<file path="config.mk">
export PLATFORM = sky130hd
export DESIGN_NAME = uart_transmitter_flat
export DESIGN_NICKNAME = d
export VERILOG_FILES = /design/src/rtl/uart_pkg.sv /design/src/rtl/uart_transmitter_if.sv /design/src/rtl/uart_baud_tick_generator.sv /design/src/rtl/uart_transmitter.sv /design/src/flat_wrapper.sv
export SDC_FILE = /design/constraint.sdc
export NUM_CORES = 1
export LEC_CHECK = 0
export ABC_AREA = 0
export CAP_MARGIN = 15
export CELL_PAD_IN_SITES_DETAIL_PLACEMENT = 1
export CELL_PAD_IN_SITES_GLOBAL_PLACEMENT = 1
export CORE_MARGIN = 4
export CORE_UTILIZATION = 41
export DETAILED_ROUTE_END_ITERATION = 7
export GPL_TIMING_DRIVEN = 1
export PLACE_DENSITY = 0.81
export SETUP_SLACK_MARGIN = 0.5
export SLEW_MARGIN = 40
export SYNTH_ARGS = -nofsm -noshare
export SYNTH_HDL_FRONTEND = slang
export SYNTH_HIERARCHICAL = 1
export SYNTH_SLANG_ARGS = --single-unit
</file>
<file path="constraint.sdc">
create_clock -name clk -period 2.6 [get_ports clk]
set_input_delay 0.65 -clock clk [delete_from_list [all_inputs] [get_ports clk]]
set_output_delay 0.65 -clock clk [all_outputs]
set_load 0.05 [all_outputs]
</file>
<file path="src/rtl/uart_pkg.sv">
// rtl/uart_pkg.sv - shared UART state encodings, line levels and bit timing
package uart_pkg;

  typedef enum logic [2:0] {
    IDLE   = 3'd0,
    START  = 3'd1,
    DATA   = 3'd2,
    PARITY = 3'd3,
    STOP   = 3'd4
  } uart_state_t;

  localparam logic LINE_LOW  = 1'b0;
  localparam logic LINE_HIGH = 1'b1;

  // Integer truncation only; the residual error is accepted rather than accumulated.
  function automatic int bit_cycles(input int clk_frequency, input int baud_rate);
    return clk_frequency / baud_rate;
  endfunction

endpackage

</file>
<file path="src/rtl/uart_transmitter_if.sv">
// rtl/uart_transmitter_if.sv - byte handshake between a producer and the UART transmitter
interface uart_transmitter_if #(
  parameter int DATA_WIDTH = 8
);

  logic [DATA_WIDTH-1:0] tx_data_in;
  logic                  tx_valid_in;
  logic                  tx_ready_out;

  modport master (
    output tx_data_in,
    output tx_valid_in,
    input  tx_ready_out
  );

  modport slave (
    input  tx_data_in,
    input  tx_valid_in,
    output tx_ready_out
  );

endinterface

</file>
<file path="src/rtl/uart_baud_tick_generator.sv">
// rtl/uart_baud_tick_generator.sv - one-cycle tick every bit period, restartable by clear_in
module uart_baud_tick_generator
  import uart_pkg::*;
#(
  parameter int CLK_FREQUENCY = 100_000_000,
  parameter int BAUD_RATE     = 115_200
) (
  input  logic clk,
  input  logic rst,
  input  logic clear_in,
  output logic tick_out
);

  localparam int BIT_CYCLES = bit_cycles(CLK_FREQUENCY, BAUD_RATE);
  localparam int CNT_W      = $clog2(BIT_CYCLES);
  localparam logic [CNT_W-1:0] LAST_COUNT = CNT_W'(BIT_CYCLES - 1);

  if (BIT_CYCLES < 2) begin : g_bit_cycles_check
    $error("uart_baud_tick_generator: bit period must be at least 2 clocks");
  end

  logic [CNT_W-1:0] count;

  always_ff @(posedge clk) begin
    if (rst || clear_in) begin
      count <= '0;
    end else if (count == LAST_COUNT) begin
      count <= '0;
    end else begin
      count <= count + CNT_W'(1);
    end
  end

  assign tick_out = (count == LAST_COUNT);

endmodule

</file>
<file path="src/rtl/uart_transmitter.sv">
// rtl/uart_transmitter.sv - UART serializer: start, LSB-first data, optional parity, stop bits
module uart_transmitter
  import uart_pkg::*;
#(
  parameter int CLK_FREQUENCY = 100_000_000,
  parameter int BAUD_RATE     = 115_200,
  parameter int DATA_WIDTH    = 8,
  parameter int PARITY_ENABLE = 0,
  parameter int PARITY_ODD    = 0,
  parameter int STOP_BITS     = 1
) (
  input  logic              clk,
  input  logic              rst,
  uart_transmitter_if.slave tx,
  output logic              uart_tx_out,
  output logic              tx_busy_out
);

  localparam int BIT_CYCLES = bit_cycles(CLK_FREQUENCY, BAUD_RATE);
  localparam int IDX_W      = $clog2(DATA_WIDTH);
  localparam logic [IDX_W-1:0] LAST_DATA = IDX_W'(DATA_WIDTH - 1);
  localparam logic [IDX_W-1:0] LAST_STOP = IDX_W'(STOP_BITS - 1);

  if (BIT_CYCLES < 2 || DATA_WIDTH < 5 || DATA_WIDTH > 9 ||
      PARITY_ENABLE < 0 || PARITY_ENABLE > 1 || PARITY_ODD < 0 || PARITY_ODD > 1 ||
      STOP_BITS < 1 || STOP_BITS > 2) begin : g_param_check
    $error("uart_transmitter: parameter outside legal range");
  end

  uart_state_t           state;
  logic [DATA_WIDTH-1:0] data_q;
  logic [IDX_W-1:0]      bit_idx;
  logic [IDX_W-1:0]      idx_next;
  logic                  tick;
  logic                  parity_bit;

  assign tx.tx_ready_out = (state == IDLE);
  assign tx_busy_out     = (state != IDLE);
  assign idx_next        = bit_idx + IDX_W'(1);
  assign parity_bit      = (^data_q) ^ (PARITY_ODD != 0);

  // Held in clear while idle so every frame starts from a fresh bit period.
  uart_baud_tick_generator #(
    .CLK_FREQUENCY(CLK_FREQUENCY),
    .BAUD_RATE    (BAUD_RATE)
  ) u_baud (
    .clk     (clk),
    .rst     (rst),
    .clear_in(state == IDLE),
    .tick_out(tick)
  );

  always_ff @(posedge clk) begin
    if (rst) begin
      state       <= IDLE;
      uart_tx_out <= LINE_HIGH;
      bit_idx     <= '0;
      data_q      <= '0;
    end else begin
      case (state)
        IDLE: begin
          if (tx.tx_valid_in) begin
            data_q      <= tx.tx_data_in;
            bit_idx     <= '0;
            uart_tx_out <= LINE_LOW;
            state       <= START;
          end
        end
        START: begin
          if (tick) begin
            uart_tx_out <= data_q[0];
            bit_idx     <= '0;
            state       <= DATA;
          end
        end
        DATA: begin
          if (tick) begin
            if (bit_idx == LAST_DATA) begin
              bit_idx <= '0;
              if (PARITY_ENABLE != 0) begin
                uart_tx_out <= parity_bit;
                state       <= PARITY;
              end else begin
                uart_tx_out <= LINE_HIGH;
                state       <= STOP;
              end
            end else begin
              uart_tx_out <= data_q[idx_next];
              bit_idx     <= idx_next;
            end
          end
        end
        PARITY: begin
          if (tick) begin
            uart_tx_out <= LINE_HIGH;
            state       <= STOP;
          end
        end
        STOP: begin
          // bit_idx counts stop periods here
          if (tick) begin
            if (bit_idx == LAST_STOP) begin
              bit_idx <= '0;
              state   <= IDLE;
            end else begin
              bit_idx <= idx_next;
            end
          end
        end
        default: begin
          uart_tx_out <= LINE_HIGH;
          state       <= IDLE;
        end
      endcase
    end
  end

endmodule

</file>
<file path="src/flat_wrapper.sv">
// flat-port wrapper written by rule: the top's interface ports become plain ports
module uart_transmitter_flat import uart_pkg::*;
#(
  parameter int CLK_FREQUENCY = 100_000_000,
  parameter int BAUD_RATE     = 115_200,
  parameter int DATA_WIDTH    = 8,
  parameter int PARITY_ENABLE = 0,
  parameter int PARITY_ODD    = 0,
  parameter int STOP_BITS     = 1
)
  (clk, rst, uart_tx_out, tx_busy_out, tx_tx_data_in, tx_tx_valid_in, tx_tx_ready_out);
  uart_transmitter_if #(.DATA_WIDTH(DATA_WIDTH)) tx_i ();
  input  logic clk;
  input  logic rst;
  output logic uart_tx_out;
  output logic tx_busy_out;
  input wire logic [$bits(tx_i.tx_data_in)-1:0] tx_tx_data_in;
  input wire logic [$bits(tx_i.tx_valid_in)-1:0] tx_tx_valid_in;
  output wire logic [$bits(tx_i.tx_ready_out)-1:0] tx_tx_ready_out;
  assign tx_i.tx_data_in = tx_tx_data_in;
  assign tx_i.tx_valid_in = tx_tx_valid_in;
  assign tx_tx_ready_out = tx_i.tx_ready_out;
  uart_transmitter #(.CLK_FREQUENCY(CLK_FREQUENCY), .BAUD_RATE(BAUD_RATE), .DATA_WIDTH(DATA_WIDTH), .PARITY_ENABLE(PARITY_ENABLE), .PARITY_ODD(PARITY_ODD), .STOP_BITS(STOP_BITS)) u_core (.clk(clk), .rst(rst), .tx(tx_i), .uart_tx_out(uart_tx_out), .tx_busy_out(tx_busy_out));
endmodule
</file>
==> results.cfg <==
[drt]
vias_per_cell = 5.291
vias = 1127
dr.pass1.iters = 4
ant_nets = 0
drc = 0
drt_iter0_markers = 46
drt-wirelength-per-cell_um = 14.89
totalWireLength_um = 3172

[critical_path]
crit_required_ns = 1.95
r2r_cells = 9
rr_endpoint = u_core/bit_idx[2]$_SDFFE_PP0P_
reg2reg_from = u_core/u_baud/count[0]$_SDFF_PP0_
cp-end-kind = output pin
crit_path_max_fanout = 3
slowest_delay_ns = 0.41
critPathKind = register to output pin
slowest_stage = clkdlybuf4s18_2
critPathArrivalTime_ns = 1.36
critPathLaunchType = register
crit_buf_inv = 1
crit_chain = nor3_4 > clkdlybuf4s18_2
path_delay_family = buffers and inverters
r2r_setup_slack_ns = 0.61

[global_routing]
grt_overflow = 0
grt_max_degree = 14
grt_pass1_vias = 1144
grt_usage_pct = 16.32
antenna_found_initial = 0
grt_pass1_wl_um = 5154

[sta]
period_needed_ns = 2.014
relSlewSlack_pct = 68.00
rsz0062_at_grt = true
fin_setup_tns_ns = 0
setup_viol = 0
finalHoldViolCount = 0
fin_skew_ns = 0.01069
period_share_pct = 77.47
tightestPinTransition_ns = 0.4819
maxSlewViolCount = 0
max_freq_mhz = 496.4

[worst_hold_path]
worstHoldPathCells = 1
hold_class = register to register
holdCritStartpoint = u_core/u_baud/count[0]$_SDFF_PP0_
hold-path-endpoint = u_core/u_baud/count[0]$_SDFF_PP0_

[outcome]
status = complete, no violations

[die]
start_util_pct = 42.60
fp.dieH_um = 64.09
die_area_um2 = 4108
num_io_pins = 14
row_count = 20
core-area_um2 = 3028
die_width_um = 64.09

[pwr]
max-vdd-ir-drop_uv = 308.3
p_per_area_nw_per_um2 = 432.9
p_leak_nw = 0.5674

[synthesis]
avgSynthCellArea_um2 = 8.600
syn_nets = 165
yosys_register_bits = 25
synth_edf_count = 0
async_flop_share_pct = 0
yosysUniqueCellTypes = 44
yosysWarnings = 6
syn_inst = 150
ys_seq_area_share_pct = 38.80
synth_ff_type = dfxtp_1
syn_area_um2 = 1290

[cells_and_area]
final_common_cell = nand2_1
final_core_util_pct = 52.60
regArea_um2 = 508.0
antenna_cells = 0
drive_above_1_share_pct = 21.30
post_layout_nonfiller_instances = 213
fin_area_um2 = 1593
fillerInstances = 367
finalNetCount = 185
multi_input_area_um2 = 789.5
layout_common_cells = 26 x nand2_1, 21 x dfxtp_1, 11 x a21oi_1
area_growth_pct = 23.47

[cts]
root_buffer = clkbuf_4
cts_made_buffers = 3
clk-insertion-delay-late_ns = 0.33
clock_path_buffers = 2
ctsHoldBuffers = 0
cts.sinks = 25
htree_levels = 1
path_clk_slew_ns = 0.12
cts_tree = done

[place]
place.gp.congestion = 0.8707
placed_area_um2 = 1470
place_inst = 205
hpwlAfterDp_um = 2383
portBuffers = 13

[job]
drv_cap = 0
[power breakdown]
part / total (W) / switching (W) / internal [W]
registers: 0.000403 / 0.00000821 / 0.000395
logic: 0.000109 / 0.0000619 / 0.0000466
clock network: 0.000177 / 0.000117 / 0.0000602
[flip-flops by register name (all words and copies together) (netlist names)]
register / cells
u_core/u_baud/count: 10
u_core/data_q: 8
u_core/bit_idx: 3
u_core/state: 3
u_core/uart_tx_out: 1
[area by class of cell]
cell class	instances	area share, %
multi-input cells	111	49.57
flip-flops and latches	25	31.89
repair buffers	21	11.55
well taps	44	3.456
inverters	8	1.885
clock buffers	4	1.650
[worst max path at each step]
| stage | from | end | slack (ns) | cells past startpoint |
|---|---|---|---|---|
| after floorplan | u_core/state[0]$_SDFFE_PP0P_ | tx_busy_out | 0.64 | 3 |
| after global placement | u_core/state[1]$_SDFFE_PP0P_ | tx_tx_ready_out | 0.40 | 2 |
| after detailed placement | u_core/u_baud/count[4]$_SDFF_PP0_ | u_core/bit_idx[2]$_SDFFE_PP0P_ | 0.28 | 7 |
| after CTS | u_core/u_baud/count[0]$_SDFF_PP0_ | u_core/bit_idx[0]$_SDFFE_PP0P_ | 0.46 | 9 |
| after global routing | u_core/u_baud/count[0]$_SDFF_PP0_ | u_core/bit_idx[2]$_SDFFE_PP0P_ | 0.47 | 9 |
| final | u_core/state[2]$_SDFFE_PP0P_ | tx_tx_ready_out | 0.59 | 2 |
[synth_stat cells, types with 2 or more instances]
master | instances | area (um2)
a22oi_1 | 2 | 15.01
mux2i_1 | 3 | 30.03
xnor2_1 | 2 | 17.52
nand2b_1 | 2 | 12.51
nor2_1 | 10 | 37.54
a21oi_1 | 12 | 60.06
dfxtp_1 | 25 | 500.5
buf_4 | 2 | 15.01
nand3_1 | 7 | 35.03
o21ai_0 | 6 | 30.03
nand2_1 | 27 | 101.4
nor3_1 | 2 | 10.01
o22ai_1 | 2 | 12.51
a31oi_1 | 2 | 12.51
buf_6 | 2 | 22.52
or2b_1 | 2 | 15.01
xor2_1 | 3 | 26.28
inv_1 | 8 | 30.03
nor2b_1 | 2 | 12.51
mux4_2 | 2 | 45.04
ha_1 | 4 | 50.05
[layer usage]
layer,wire length (um),vias to the layer above,share of wire [%],global-route usage [%]
met5,0,-,0,0
met4,55,0,1.7,6.332
met3,67,6,2.1,2.636
met2,1569,17,49,27.35
met1,1479,542,47,20.86
li1,-,562,-,-
[logic make-up after synthesis]
family,after synthesis,synth area share (%)
multiplexers,6,6.692
XOR/XNOR,5,3.395
flip-flops,25,38.80
AND/OR/NAND/NOR,66,27.06
adder cells (fa/ha/maj),4,3.880
buffers and inverters,14,5.916
AO/OA/AOI/OAI,30,14.26
[through the flow]
stage	hold slack, ns	setup WS [ns]	total power, W
global placement	0.4406	0.4036	0.0005122
global route	0.4803	0.4681	0.0007249
finish	0.4449	0.5857	0.0006895
CTS	0.4690	0.4612	0.0006965
detailed placement	0.4503	0.2794	0.0005180
floorplan	0.4261	0.6413	0.0004790
[what timing repair did]
item                                    in CTS  in global routing
endpoints found under the setup margin       9                  8
resized for setup                           14                 15
pin swaps                                    1                  3
buffers inserted                             1                  3
No activity file was read; power rests on OpenSTA's default activity.
